File: config.mk
export PLATFORM = sky130hd
export DESIGN_NAME = eop_pio_irq_sequencer
export DESIGN_NICKNAME = d
export VERILOG_FILES = /design/src/rtl/eop_pio_seq_pkg.sv /design/src/rtl/eop_evt_holdreg.sv /design/src/rtl/eop_pio_irq_sequencer.sv
export SDC_FILE = /design/constraint.sdc
export NUM_CORES = 1
export LEC_CHECK = 0
export BUFFER_PORTS_ARGS = -buffer_cell sky130_fd_sc_hd__buf_2
export CORE_MARGIN = 4
export CORE_UTILIZATION = 43
export DETAILED_ROUTE_END_ITERATION = 8
export MAX_ROUTING_LAYER = met4
export PLACE_DENSITY = 0.79
export SYNTH_ARGS = -nofsm -noshare
export SYNTH_HDL_FRONTEND = slang
export SYNTH_SLANG_ARGS = --single-unit
File: constraint.sdc
create_clock -name clk -period 1.6 [get_ports clk]
set_input_delay 0.32 -clock clk [delete_from_list [all_inputs] [get_ports clk]]
set_output_delay 0.32 -clock clk [all_outputs]
set_load 0.05 [all_outputs]
File: src/rtl/eop_pio_seq_pkg.sv
// Shared state encoding and PIO register map for the EOP PIO sequencer.
package eop_pio_seq_pkg;

    typedef enum logic [2:0] {
        ST_INIT,
        ST_WR_MASK,
        ST_IDLE,
        ST_RD_SET,
        ST_RD_WAIT,
        ST_RD_CAP,
        ST_CLR,
        ST_PUSH
    } seq_state_e;

    localparam logic [1:0] PIO_ADDR_DATA = 2'd0;
    localparam logic [1:0] PIO_ADDR_MASK = 2'd2;
    localparam logic [1:0] PIO_ADDR_EDGE = 2'd3;

endpackage

File: src/rtl/eop_evt_holdreg.sv
// Depth-1 valid/ready hold register; a push into an unaccepted event OR-merges and flags overflow.
module eop_evt_holdreg (
    input  logic       clk,
    input  logic       reset_n,
    input  logic       push_i,
    input  logic [1:0] cap_i,
    input  logic       ready_i,
    output logic       valid_o,
    output logic [1:0] bits_o,
    output logic       overflow_o
);

    logic       valid_q, valid_d;
    logic [1:0] bits_q, bits_d;
    logic       ovf_q, ovf_d;

    always_comb begin
        valid_d = valid_q;
        bits_d  = bits_q;
        ovf_d   = ovf_q;
        // A zero capture is a spurious read and is treated as no push at all.
        if (push_i && (cap_i != 2'b00)) begin
            if (!valid_q || ready_i) begin
                bits_d  = cap_i;
                valid_d = 1'b1;
            end else begin
                bits_d = bits_q | cap_i;
                ovf_d  = 1'b1;
            end
        end else if (valid_q && ready_i) begin
            valid_d = 1'b0;
        end
    end

    always_ff @(posedge clk or negedge reset_n) begin
        if (!reset_n) begin
            valid_q <= 1'b0;
            bits_q  <= 2'b00;
            ovf_q   <= 1'b0;
        end else begin
            valid_q <= valid_d;
            bits_q  <= bits_d;
            ovf_q   <= ovf_d;
        end
    end

    assign valid_o    = valid_q;
    assign bits_o     = bits_q;
    assign overflow_o = ovf_q;

endmodule

File: src/rtl/eop_pio_irq_sequencer.sv
// Avalon-MM master that programs the EOP PIO irq mask and services its edge-capture irq in hardware.
//  state    | meaning
//  INIT     | first cycle out of reset
//  WR_MASK  | write mask register to addr2
//  IDLE     | wait for mask update or enabled irq
//  RD_SET   | present addr3
//  RD_WAIT  | PIO registers read data
//  RD_CAP   | capture edge bits
//  CLR      | write addr3 to clear edge capture
//  PUSH     | hand capture to the event hold register
module eop_pio_irq_sequencer
    import eop_pio_seq_pkg::*;
#(
    parameter logic [1:0]  MASK_INIT = 2'b11,
    parameter int unsigned CNT_W     = 16
) (
    input  logic             clk,
    input  logic             reset_n,
    input  logic             enable,
    input  logic [1:0]       cfg_mask,
    input  logic             cfg_mask_wr,
    output logic [1:0]       m_address,
    output logic             m_chipselect,
    output logic             m_write_n,
    output logic [31:0]      m_writedata,
    input  logic [31:0]      m_readdata,
    input  logic             pio_irq,
    output logic             evt_valid,
    input  logic             evt_ready,
    output logic [1:0]       evt_bits,
    output logic [CNT_W-1:0] eop_count,
    output logic             evt_overflow,
    output logic             busy
);

    seq_state_e       state_q, state_d;
    logic [1:0]       mask_q, mask_d;
    logic             mask_pend_q, mask_pend_d;
    logic [1:0]       cap_q, cap_d;
    logic [CNT_W-1:0] cnt_q, cnt_d;
    logic [1:0]       addr_q, addr_d;
    logic             cs_q, cs_d;
    logic             wn_q, wn_d;
    logic [31:0]      wdata_q, wdata_d;
    logic             unused_rd_bits;

    assign unused_rd_bits = ^m_readdata[31:2];

    always_comb begin
        state_d = state_q;
        case (state_q)
            ST_INIT:    state_d = ST_WR_MASK;
            ST_WR_MASK: state_d = ST_IDLE;
            ST_IDLE: begin
                if (mask_pend_q)             state_d = ST_WR_MASK;
                else if (pio_irq && enable)  state_d = ST_RD_SET;
            end
            ST_RD_SET:  state_d = ST_RD_WAIT;
            ST_RD_WAIT: state_d = ST_RD_CAP;
            ST_RD_CAP:  state_d = ST_CLR;
            ST_CLR:     state_d = ST_PUSH;
            ST_PUSH:    state_d = ST_IDLE;
            default:    state_d = ST_INIT;
        endcase
    end

    // Bus outputs are decoded from the next state so the registers line up with the state they belong to.
    always_comb begin
        addr_d  = PIO_ADDR_DATA;
        cs_d    = 1'b0;
        wn_d    = 1'b1;
        wdata_d = 32'd0;
        case (state_d)
            ST_WR_MASK: begin
                addr_d  = PIO_ADDR_MASK;
                cs_d    = 1'b1;
                wn_d    = 1'b0;
                wdata_d = {30'd0, mask_q};
            end
            ST_RD_SET, ST_RD_WAIT, ST_RD_CAP: addr_d = PIO_ADDR_EDGE;
            ST_CLR: begin
                addr_d  = PIO_ADDR_EDGE;
                cs_d    = 1'b1;
                wn_d    = 1'b0;
                wdata_d = 32'd3;
            end
            default: ;
        endcase
    end

    always_comb begin
        mask_d      = mask_q;
        mask_pend_d = mask_pend_q;
        cap_d       = cap_q;
        cnt_d       = cnt_q;
        if (state_d == ST_WR_MASK) mask_pend_d = 1'b0;
        // A new request wins over the clear so a pulse during WR_MASK causes a rewrite.
        if (cfg_mask_wr) begin
            mask_d      = cfg_mask;
            mask_pend_d = 1'b1;
        end
        if (state_q == ST_RD_CAP) cap_d = m_readdata[1:0];
        if ((state_q == ST_PUSH) && cap_q[0]) cnt_d = cnt_q + CNT_W'(1);
    end

    always_ff @(posedge clk or negedge reset_n) begin
        if (!reset_n) begin
            state_q     <= ST_INIT;
            mask_q      <= MASK_INIT;
            mask_pend_q <= 1'b0;
            cap_q       <= 2'b00;
            cnt_q       <= '0;
            addr_q      <= PIO_ADDR_DATA;
            cs_q        <= 1'b0;
            wn_q        <= 1'b1;
            wdata_q     <= 32'd0;
        end else begin
            state_q     <= state_d;
            mask_q      <= mask_d;
            mask_pend_q <= mask_pend_d;
            cap_q       <= cap_d;
            cnt_q       <= cnt_d;
            addr_q      <= addr_d;
            cs_q        <= cs_d;
            wn_q        <= wn_d;
            wdata_q     <= wdata_d;
        end
    end

    eop_evt_holdreg u_holdreg (
        .clk        (clk),
        .reset_n    (reset_n),
        .push_i     (state_q == ST_PUSH),
        .cap_i      (cap_q),
        .ready_i    (evt_ready),
        .valid_o    (evt_valid),
        .bits_o     (evt_bits),
        .overflow_o (evt_overflow)
    );

    assign m_address    = addr_q;
    assign m_chipselect = cs_q;
    assign m_write_n    = wn_q;
    assign m_writedata  = wdata_q;
    assign eop_count    = cnt_q;
    assign busy         = (state_q != ST_IDLE);

endmodule
==> results.py <==
metrics = {
    "outcome": {
        "status": "finished clean",
    },
    "worst_setup_path": {
        "crit_required_ns": 1.28,
        "path_cells": "buf_4 -> nor2_2 -> nand2_1 -> buf_4",
        "slowest_stage": "dfrtp_1",
        "start_kind": "register",
        "cpPeakStageDelay_ns": 0.41,
        "critPathArrivalTime_ns": 1.25,
        "cpLargestDelayFamily": "flip-flops",
        "critPathKind": "reg2out",
        "cp_max_fo": 9,
        "critPathCaptureType": "output port",
        "crit_buf_inv": 2,
        "cp_common_cell": "buf_4",
    },
    "clock_tree": {
        "htreeDepth": 2,
        "clk_pin_slew_ns": 0.07,
        "clock_sinks": 34,
        "clk_latency_ns": 0.28,
        "cts_buffers": 5,
        "root_buffer": "clkbuf_8",
        "cts_tree": "yes",
        "cts_buffer_depth": 2,
    },
    "power_and_ir_drop": {
        "peakVddDrop_v": 0.000862,
        "combinationalPowerShare_pct": 43.7,
        "internal-power_mw": 1.98,
        "total_power_mw": 3.57,
        "p_per_area_mw_per_mm2": 1810,
        "p_leak_nw": 1.00,
        "swShare_pct": 44.5,
        "clkPwrFrac_pct": 20.9,
        "p_seq_share_pct": 35.4,
        "p_switching_mw": 1.59,
    },
    "finish": {
        "syn_to_final_growth_pct": 17.6,
        "fin_area_sq_mm": 0.00197,
        "multiInputGateArea_sq_um": 678,
        "regArea_sq_um": 862,
        "fill_cells": 353,
        "nets": 246,
        "antenna_cells": 0,
        "drive_above_1_share_pct": 32.5,
        "final_cells": 254,
        "post-route-util_pct": 53.0,
    },
    "sta": {
        "fin_crit_ns": 1.57,
        "final.setup.tns_ns": 0,
        "fmax_ghz": 0.638,
        "rsz0062_at_grt": "false",
        "slew_viol_final": 0,
        "setup_slack_ns": 0.0323,
        "setup_viol": 0,
        "clock_skew_ns": 0.00816,
        "hold_slack_ns": 0.268,
        "hold_viol": 0,
        "fin_crit_sh_pct": 98.0,
    },
    "synth": {
        "synth-seq-cells": 34,
        "syn_area_per_cell_sq_um": 10.5,
        "yosysSeqAreaShare_pct": 51.0,
        "ys_types": 27,
        "ys_top_cells_by_area": "dfrtp_1 (46%), buf_4 (14%), xnor2_1 (7.3%)",
        "netlist_area_sq_mm": 0.00168,
        "synth_largest_area_cell": "dfrtp_1",
        "synth_top_area_share_pct": 46.3,
        "netlist_instances": 159,
        "ys_warn_count": 0,
    },
    "grt": {
        "antenna_found_initial": 0,
        "grt_pass1_vias": 1035,
        "gr-total-overflow": 0,
        "grt_usage_pct": 12.1,
        "grt_pass1_wl_um": 4550,
        "grt_max_degree": 24,
    },
    "placed_design": {
        "portBuffers": 36,
        "dp_cells": 244,
        "post-place-ws_ns": 0.183,
        "dp_hpwl_um": 2140,
        "place_area_sq_mm": 0.00184,
        "gp_congestion": 0.774,
    },
    "route": {
        "antenna_left": 0,
        "drc": 0,
        "drtPass1Iterations": 4,
        "routed-via-count": 1134,
        "viasPerCell": 4.46,
        "routed_wl_um": 2820,
        "wl_per_cell_um": 11.1,
        "drtIter0Drc": 39,
    },
    "hold_path": {
        "hp-class": "in2reg",
    },
    "floorplanning": {
        "die_h_um": 70.4,
        "rows": 22,
        "io_pins": 97,
        "initial_core_util_pct": 45.1,
        "die-area_sq_mm": 0.00496,
        "core_area_sq_mm": 0.00372,
        "die-width_um": 70.4,
    },
    "run": {
        "drv_cap": 0,
    },
}
path summary, 6_finish.rpt:
check | startpoint | end | slack, ns | cells past startpoint
worst max-delay path | state_q[2]$_DFF_PN0_ | busy | 0.03 | 4
worst min-delay path | cfg_mask[0] | mask_q[0]$_DFFE_PN1P_ | 0.27 | 2
worst max register to register | cap_q[0]$_DFFE_PN0N_ | eop_count[12]$_DFFE_PN0P_ | 0.19 | 4
worst min register to register | u_holdreg.overflow_o$_DFFE_PN0P_ | u_holdreg.overflow_o$_DFFE_PN0P_ | 0.47 | 1
max in group asynchronous | reset_n | m_write_n$_DFF_PN1_ | 0.64 | 3
min in group asynchronous | reset_n | eop_count[9]$_DFFE_PN0P_ | 0.47 | 2
power groups by stage:
stage / Combinational, mW / Clock, mW / Sequential [mW]
after global routing: 1.69 / 0.805 / 1.30
after floorplan: 0.748 / 0 / 1.78
after global placement: 1.51 / 0 / 1.28
after detailed placement: 1.53 / 0 / 1.28
after CTS: 1.55 / 0.771 / 1.27
final: 1.56 / 0.747 / 1.26
sequential cells by signal, summed over array words and instances, names as in the netlist:
signal,count
eop_count,16
state_q,3
cap_q,2
m_address,2
m_writedata,2
mask_q,2
u_holdreg.bits_o,2
m_chipselect,1
m_write_n,1
mask_pend_q,1
u_holdreg.overflow_o,1
u_holdreg.valid_o,1
logic make-up after synthesis:
family                     after synthesis  share of synthesized area (%)
and+or+nand+nor                         55                           17.6
buffers and inverters                   36                           15.2
DFF                                     34                           51.0
xor gates and xnor gates                16                           8.36
AOI/OAI and AO/OA                       12                           4.26
muxes                                    4                           2.69
adders and majority gates                1                          0.747
other                                    1                          0.224
layer usage:
| metal | part of all wire [%] | global-route usage [%] | up-vias |
|---|---|---|---|
| met3 | 8.7 | 4.03 | 6 |
| met4 | 1.4 | 4.47 | 0 |
| met5 | 0 | - | - |
| met2 | 48 | 18.6 | 41 |
| met1 | 42 | 14.6 | 532 |
| li1 | - | - | 555 |
what timing repair did:
action / CTS / global route
resized for setup: 2 / 0
hold buffers: 1 / 0
hold endpoints to repair: 11 / 0
setup buffers: 0 / 1
endpoints found under the setup margin: 1 / 1
cells in the mapped netlist:
master     number
nor3_2          1
nor4_4          1
nor3_1          2
buf_2           2
o21bai_1        1
nand2b_1        3
xnor2_1        14
o21ai_0         6
nand4_1         5
conb_1          1
nor2b_1         1
nand2_1        21
dfstp_2         3
dfrtp_1        31
nor2_1          7
and3_1          2
mux2_2          4
a21oi_1         2
and2_1          2
o2111ai_1       1
o211ai_1        2
nand3_1         9
nand4_4         1
buf_4          31
ha_1            1
inv_1           3
xor2_1          2
layout by cell type, fill, tap and decap left out, types with 4 or more instances in the layout:
cell	count
nand3_1	9
buf_4	6
buf_2	35
nand2_1	21
mux2_2	4
o21ai_0	6
dfrtp_1	25
nand4_1	5
clkbuf_8	5
dfrtp_2	6
conb_1	30
xnor2_1	14
nor2_1	6
area by class of cell:
type	count	area share (%)
inverter	3	0.571
tap	48	3.05
timing repair buffer	43	12.7
multi-input combinational	118	34.4
clock buffer	5	3.49
clock inverter	3	2.03
sequential	34	43.7
(Power assumes the default switching activity.)
